<file path="src/rtl/disp_pkg.sv">
// Shared constants and the BCD-to-7-segment mapping for the display scan multiplexer.
// All segment patterns are active-low: bits [6:0] = a..g, bit 7 = dp.
package disp_pkg;

  localparam logic [7:0] SEG_BLANK = 8'hFF;
  localparam logic [6:0] SEG7_OFF  = 7'h7F;

  localparam logic [6:0] SEG7_D0 = 7'h40;
  localparam logic [6:0] SEG7_D1 = 7'h79;
  localparam logic [6:0] SEG7_D2 = 7'h24;
  localparam logic [6:0] SEG7_D3 = 7'h30;
  localparam logic [6:0] SEG7_D4 = 7'h19;
  localparam logic [6:0] SEG7_D5 = 7'h12;
  localparam logic [6:0] SEG7_D6 = 7'h02;
  localparam logic [6:0] SEG7_D7 = 7'h78;
  localparam logic [6:0] SEG7_D8 = 7'h00;
  localparam logic [6:0] SEG7_D9 = 7'h10;

  // Non-BCD codes (10..15) show nothing rather than hex glyphs.
  function automatic logic [6:0] bcd_to_seg(input logic [3:0] code);
    logic [6:0] pattern;
    case (code)
      4'd0:    pattern = SEG7_D0;
      4'd1:    pattern = SEG7_D1;
      4'd2:    pattern = SEG7_D2;
      4'd3:    pattern = SEG7_D3;
      4'd4:    pattern = SEG7_D4;
      4'd5:    pattern = SEG7_D5;
      4'd6:    pattern = SEG7_D6;
      4'd7:    pattern = SEG7_D7;
      4'd8:    pattern = SEG7_D8;
      4'd9:    pattern = SEG7_D9;
      default: pattern = SEG7_OFF;
    endcase
    return pattern;
  endfunction

  // Scan index needs at least one bit even for a single-digit display.
  function automatic int idx_width(input int n);
    return (n > 1) ? $clog2(n) : 1;
  endfunction

endpackage

</file>
<file path="src/rtl/seg7_decode.sv">
// Purely combinational BCD digit to active-low a..g segment pattern.
module seg7_decode
  import disp_pkg::*;
(
  input  logic [3:0] code,
  output logic [6:0] seg_n
);

  always_comb begin
    seg_n = bcd_to_seg(code);
  end

endmodule

</file>
<file path="src/rtl/display_scan_mux.sv">
// Time-multiplexed 7-segment driver: per-frame latched source, blink gating,
// optional leading-zero blanking, registered active-low seg/an outputs.
module display_scan_mux
  import disp_pkg::*;
#(
  parameter int NUM_DIGITS  = 4,
  parameter int REFRESH_DIV = 100000,
  parameter int BLINK_DIV   = 25000000,
  parameter bit LZ_BLANK    = 1'b0
) (
  input  logic                    clk,
  input  logic                    rst_n,
  input  logic [4*NUM_DIGITS-1:0] time_digits,
  input  logic [4*NUM_DIGITS-1:0] alarm_digits,
  input  logic                    alarm_sel,
  input  logic                    blink_en,
  input  logic [NUM_DIGITS-1:0]   dp_mask,
  output logic [7:0]              seg,
  output logic [NUM_DIGITS-1:0]   an
);

  localparam int REF_W = $clog2(REFRESH_DIV);
  localparam int BLK_W = $clog2(BLINK_DIV);
  localparam int IDX_W = idx_width(NUM_DIGITS);

  localparam logic [REF_W-1:0] REF_LAST = REF_W'(REFRESH_DIV - 1);
  localparam logic [BLK_W-1:0] BLK_LAST = BLK_W'(BLINK_DIV - 1);
  localparam logic [IDX_W-1:0] IDX_LAST = IDX_W'(NUM_DIGITS - 1);

  logic [REF_W-1:0]        ref_cnt_q, ref_cnt_d;
  logic [BLK_W-1:0]        blk_cnt_q, blk_cnt_d;
  logic                    blink_phase_q, blink_phase_d;
  logic [IDX_W-1:0]        idx_q, idx_d;
  logic [4*NUM_DIGITS-1:0] frame_dig_q, frame_dig_d;
  logic [NUM_DIGITS-1:0]   frame_dp_q, frame_dp_d;
  logic [7:0]              seg_q, seg_d;
  logic [NUM_DIGITS-1:0]   an_q, an_d;

  logic                    scan_tick;
  logic                    frame_wrap;
  logic                    blk_tick;
  logic                    blank_all;
  logic [NUM_DIGITS-1:0]   idx_onehot;
  logic [NUM_DIGITS-1:0]   lz_mask;
  logic [3:0]              cur_code;
  logic                    cur_dp;
  logic                    cur_lz;
  logic [6:0]              cur_seg7;

  assign scan_tick  = (ref_cnt_q == REF_LAST);
  assign frame_wrap = scan_tick && (idx_q == IDX_LAST);
  assign blk_tick   = (blk_cnt_q == BLK_LAST);
  assign blank_all  = blink_en && !blink_phase_q;

  for (genvar gi = 0; gi < NUM_DIGITS; gi++) begin : g_sel
    assign idx_onehot[gi] = (idx_q == IDX_W'(gi));
  end

  // lz_mask[k]: digit k and every latched digit above it are zero; digit 0 is exempt.
  always_comb begin
    logic upper_zero;
    upper_zero = 1'b1;
    lz_mask    = '0;
    for (int k = NUM_DIGITS - 1; k >= 0; k--) begin
      upper_zero = upper_zero && (frame_dig_q[4*k +: 4] == 4'd0);
      if (k != 0) begin
        lz_mask[k] = LZ_BLANK && upper_zero;
      end
    end
  end

  always_comb begin
    cur_code = 4'd0;
    cur_dp   = 1'b0;
    cur_lz   = 1'b0;
    for (int k = 0; k < NUM_DIGITS; k++) begin
      if (idx_onehot[k]) begin
        cur_code = frame_dig_q[4*k +: 4];
        cur_dp   = frame_dp_q[k];
        cur_lz   = lz_mask[k];
      end
    end
  end

  seg7_decode u_decode (
    .code  (cur_code),
    .seg_n (cur_seg7)
  );

  always_comb begin
    ref_cnt_d     = scan_tick ? '0 : ref_cnt_q + REF_W'(1);
    blk_cnt_d     = blk_tick ? '0 : blk_cnt_q + BLK_W'(1);
    blink_phase_d = blk_tick ? !blink_phase_q : blink_phase_q;

    idx_d = idx_q;
    if (scan_tick) begin
      idx_d = (idx_q == IDX_LAST) ? '0 : idx_q + IDX_W'(1);
    end

    // The whole frame is sourced at once so a display never mixes time and alarm.
    frame_dig_d = frame_dig_q;
    frame_dp_d  = frame_dp_q;
    if (frame_wrap) begin
      frame_dig_d = alarm_sel ? alarm_digits : time_digits;
      frame_dp_d  = dp_mask;
    end

    an_d  = '1;
    seg_d = SEG_BLANK;
    if (!blank_all) begin
      an_d  = ~idx_onehot;
      seg_d = cur_lz ? SEG_BLANK : {~cur_dp, cur_seg7};
    end
  end

  always_ff @(posedge clk or negedge rst_n) begin
    if (!rst_n) begin
      ref_cnt_q     <= '0;
      blk_cnt_q     <= '0;
      blink_phase_q <= 1'b1;
      idx_q         <= '0;
      frame_dig_q   <= '0;
      frame_dp_q    <= '0;
      seg_q         <= SEG_BLANK;
      an_q          <= '1;
    end else begin
      ref_cnt_q     <= ref_cnt_d;
      blk_cnt_q     <= blk_cnt_d;
      blink_phase_q <= blink_phase_d;
      idx_q         <= idx_d;
      frame_dig_q   <= frame_dig_d;
      frame_dp_q    <= frame_dp_d;
      seg_q         <= seg_d;
      an_q          <= an_d;
    end
  end

  assign seg = seg_q;
  assign an  = an_q;

endmodule
</file>
<file path="config.mk">
export PLATFORM = sky130hd
export DESIGN_NAME = display_scan_mux
export DESIGN_NICKNAME = d
export VERILOG_FILES = /design/src/rtl/disp_pkg.sv /design/src/rtl/seg7_decode.sv /design/src/rtl/display_scan_mux.sv
export SDC_FILE = /design/constraint.sdc
export NUM_CORES = 1
export LEC_CHECK = 0
export CORE_MARGIN = 10
export CORE_UTILIZATION = 59
export DETAILED_ROUTE_END_ITERATION = 8
export PLACE_DENSITY = 0.87
export SKIP_CTS_REPAIR_TIMING = 1
export SYNTH_ARGS = -nofsm -noshare
export SYNTH_HDL_FRONTEND = slang
export SYNTH_SLANG_ARGS = --single-unit
</file>
<file path="constraint.sdc">
create_clock -name clk -period 4.4 [get_ports clk]
set_clock_uncertainty 0.05 [all_clocks]
set_input_delay 0.88 -clock clk [delete_from_list [all_inputs] [get_ports clk]]
set_output_delay 0.88 -clock clk [all_outputs]
set_load 0.05 [all_outputs]
</file>
Word-level counts from Yosys, hierarchy flattened
Memory sizes are Yosys's and may differ from the RTL's.
Cells that the tools add are included.

word-level totals
  flip-flop bits (word level) = 77
  ROM bits = 112
  input port bits = 40
  output and inout port bits = 12
  word-level logic and storage cells = 37
  memories = 1

memories
  name              words  width  rd ports  clocked after Yosys merged registers in  wr ports  line            RTL
  (name not given)  16     7      1         0                                        0         disp_pkg.sv:22  case (code)

cells by class
  add/subtract/negate cells = 3
  eq/ne operators = 5
  muxes and demuxes = 14
  bitwise logic cells = 2
  reductions and logical operators = 4

operators with widths
  cell                                                             number
  25-bit by 1-bit adder with 25-bit output, second input constant  1
  25-bit == test, second input constant                            1
  25-bit 2-to-1 mux                                                1
  4-bit 2-to-1 mux                                                 5
  17-bit by 1-bit adder with 17-bit output, second input constant  1
  17-bit == test, second input constant                            1
  17-bit 2-to-1 mux                                                1
  16-bit 2-to-1 mux                                                1
  8-bit 2-to-1 mux                                                 1
  2-bit == test, second input constant                             2
  1-bit 2-to-1 mux                                                 4
  4-bit inverter                                                   1
  2-bit by 1-bit adder with 2-bit output, second input constant    1
  2-bit by 1-bit == test with 1-bit output, second input constant  1
  1-bit logical AND                                                2
  2-bit zero test                                                  1
  2-bit 2-to-1 mux                                                 1
  1-bit zero test                                                  1
  1-bit inverter                                                   1

Logic depth before layout (Yosys ltp)
  depth in word-level cells = 7
  mapped depth = 10
  mapped depth without buffers = 9

By module
From an unflattened synthesis, not the netlist that was laid out.

second synthesis, totals
  cell total of the unflattened synthesis = 353
  area, all modules = 3960.0 µm²

modules (own cells, without submodules)
  module            instances  cells an instance  area an instance (µm²)  sequential area each (µm²)
  display_scan_mux  1          322                3759.9                  1943.1
  seg7_decode       1          31                 200.2                   0.0

Worst setup path after synthesis
No wires, ideal clock.

  path type = input-to-reg
  start point = input port alarm_sel
  end point = register frame_dig_q[10]
  library setup time = 0.119 ns
  arrival = 1.848 ns
  required time = 4.231 ns
  slack = 2.383 ns
  stages = 4
  buffers on the path = 2
  path through = buf_2 -> clkbuf_1 -> mux2i_1 -> o21ai_2

on the way
  longest elaborated chain between the ends = 1

ends and longest elaborated chain
  item                  line                     RTL
  start, declared       display_scan_mux.sv:15   input logic alarm_sel,
  16-bit 2-to-1 mux     display_scan_mux.sv:104  frame_dig_d = alarm_sel ? alarm_digits : time_digits;
  end signal, assigned  display_scan_mux.sv:131  frame_dig_q <= frame_dig_d;
  end, declared         display_scan_mux.sv:34   logic [4*NUM_DIGITS-1:0] frame_dig_q, frame_dig_d;

Every way passes these cells.
A chain may end at the register's enable or synchronous reset.

Worst setup path in the final report
  start point = register seg_q[2] (netlist: seg[2])
  end point = output port seg[2]

RTL lines
  item                    line                     RTL
  start, declared         display_scan_mux.sv:36   logic [7:0] seg_q, seg_d;
  start signal, assigned  display_scan_mux.sv:133  seg_q <= seg_d;
  end, declared           display_scan_mux.sv:18   output logic [7:0] seg,

No word-level cell between the ends.

==> results.toml <==
[setup_path]
end_kind = "output pin"
crit_chain = "clkdlybuf4s50_1"
cp.required_ns = 3.47
slowest_stage = "clkdlybuf4s50_1"
cp_top_family = "buffers and inverters"
arrival_ns = 1.71
path_max_fanout = 1
cp-start-kind = "flop"
critical_path_buf_inv_count = 1
cpPeakStageDelay_ns = 0.82
worstSetupPathType = "reg -> out"

[cts]
cts-root-buf = "clkbuf_8"
cts_tree = "done"
cts.sinks = 77
cts_buffers = 9
insertion_delay_ns = 0.36
htree_levels = 3
clk_pin_slew_worst_paths_ns = 0.08
clockBufferDepth = 2

[cells_and_area]
fin_nets = 441
diodes = 0
drive_gt1_frac = 0.1203
syn_to_final_growth_pct = 20.21

[timing]
timing.final.ws_setup_ns = 1.764
fin_setup_tns_ns = 0
tightest_slew_ns = 0.9817
hold_viol_final = 0
post-route-period-util = 0.5991
fmax_mhz = 379.3
setup_viol = 0
final_max_slew_viol_count = 0
period_needed_ns = 2.636
slew_headroom = 0.3455
rsz0062_at_grt = "false"

[logic_synthesis]
syn-cell-area_mm2 = 0.003721
synth_edf_count = 0
synth_nets = 389
synth_commonest_cells = "dfrtp_1 (64), nand2_1 (41), nor2_1 (27)"
syn_area_per_cell_um2 = 10.88
ys_seq_area_frac = 0.5222
synth_cells = 342
synthTopCellsByArea = "dfrtp_1 (43%), dfstp_2 (9.2%), mux2i_1 (4.6%), xor2_1 (4.5%), nand2_1 (4.1%)"
yosysTopAreaCellShare = 0.4304
synth-main-ff-cell = "dfrtp_1"
yosysTopAreaCell = "dfrtp_1"
synth_seq_cells = 77
async_flop_share = 1.000
yosysWarnings = 0
yosys.cell_types.count = 51
yosysMostFrequentCell = "dfrtp_1"

[global_route]
grt.total_usage = 0.1647
grt_overflow = 0
grt_pass1_vias = 2824
grt_max_degree = 46
antenna_found_initial = 0
grt_pass1_wl_um = 13290

[route]
vias = 2706
drc = 0
vias_per_cell = 5.709
first_pass_iters = 4
drt.antenna.violating_nets = 0
dr.first_iter.drc_count = 125
wl_per_cell_um = 16.19
wl_um = 7675

[die]
pin_count = 52
die_w_um = 99.42
num_rows = 28
die_h_um = 99.42
core_region_area_mm2 = 0.006026
initial_core_util = 0.6175
dieArea_mm2 = 0.009883

[run]
drv_cap = 0

[power_and_ir_drop]
p_leak_nw = 1.999
max-vdd-ir-drop_mv = 0.2384
powerDensity_mw_per_mm2 = 303.8
p_total_w = 0.001359

[placed_design]
dpl_worst_slack_ns = 1.849
portBuffers = 51
gp_congestion = 0.8106
hpwlAfterDp_um = 5570

[min_path]
hp-class = "reg -> reg"

[outcome]
status = "complete, no violations"
## flip-flops by register name (all words and copies together), names as in the netlist
signal and flops:
idx_q 2, seg 8, ref_cnt_q 17, blink_phase_q 1
blk_cnt_q 25, an 4, frame_dig_q 16, frame_dp_q 4
## logic make-up (layout without fill, tap and decap cells)
logic type,Yosys count,in the layout,synth area share
mux,21,21,0.05783
flops,77,77,0.5222
fa+ha+maj,7,7,0.02354
buf+inv,18,75,0.02656
xor+xnor,36,36,0.08473
compound gates,48,48,0.08305
simple gates,135,135,0.2021
## per-stage QoR
| stage | util | instance area [µm²] | hold WS (ns) | cells |
|---|---|---|---|---|
| 4_1_cts | 0.7423 | 4473 | 0.4437 | 474 |
| 5_1_grt | 0.7423 | 4473 | 0.4780 | 474 |
| 3_3_place_gp | 0.7062 | 4255 | 0.4171 | 458 |
| 3_5_place_dp | 0.7062 | 4255 | 0.4266 | 458 |
| 6_report | 0.7423 | 4473 | 0.4413 | 474 |
| 2_1_floorplan | - | 3721 | 0.4016 | 342 |
## layout make-up
class	count	area (µm²)
clock inverters	5	55.05
clock buffers	11	162.7
flip-flops and latches	77	1943
multi-input cells	247	1679
fillers	441	1553
inverters	7	26.28
well taps	75	93.84
repair buffers	52	513.0
## cell usage in the layout, fill, tap and decap left out, types with 3 or more instances in the layout
master,netlist,routed
or3_1,3,3
ha_1,7,7
dfrtp_1,64,64
a21oi_1,5,5
o21ai_0,9,9
nand2_1,41,41
and3_1,4,4
mux2i_1,17,17
o21ai_2,4,4
xnor2_1,17,17
nand3_1,19,19
nor2b_1,5,5
nor2_1,27,27
clkbuf_8,0,10
xor2_1,19,19
nand4_1,10,10
inv_1,7,7
mux2_2,4,4
dfstp_2,13,13
o21ai_1,12,12
nand2b_1,3,3
nor4_4,3,3
nor3_1,5,5
clkdlybuf4s50_1,0,50
## worst paths after layout
path / cells after the start / from / slack (ns) / to
setup / recovery: 1 / seg[2] / 1.76 / seg[2]
hold / removal: 1 / ref_cnt_q[0] / 0.44 / ref_cnt_q[0]
setup reg to reg: 4 / ref_cnt_q[5] / 2.07 / frame_dp_q[1]
hold reg to reg: 1 / ref_cnt_q[0] / 0.44 / ref_cnt_q[0]
max in group asynchronous: 2 / rst_n / 2.67 / an[3]
min in group asynchronous: 1 / rst_n / 0.62 / blk_cnt_q[17]
## power by group
| group | leakage, nW | switching (W) | internal (W) |
|---|---|---|---|
| clock | 0.115 | 0.000262 | 0.000311 |
| sequential | 0.909 | 0.00000179 | 0.000711 |
| combinational | 0.975 | 0.0000320 | 0.0000409 |
| total | 2.00 | 0.000296 | 0.00106 |
## layer usage
| layer | track usage | wire length (µm) |
|---|---|---|
| met1 | 0.2041 | 3369 |
| met2 | 0.2660 | 3804 |
| met3 | 0.04083 | 365 |
| met4 | 0.07277 | 136 |
| met5 | 0 | 0 |
(Power assumes the default switching activity.)
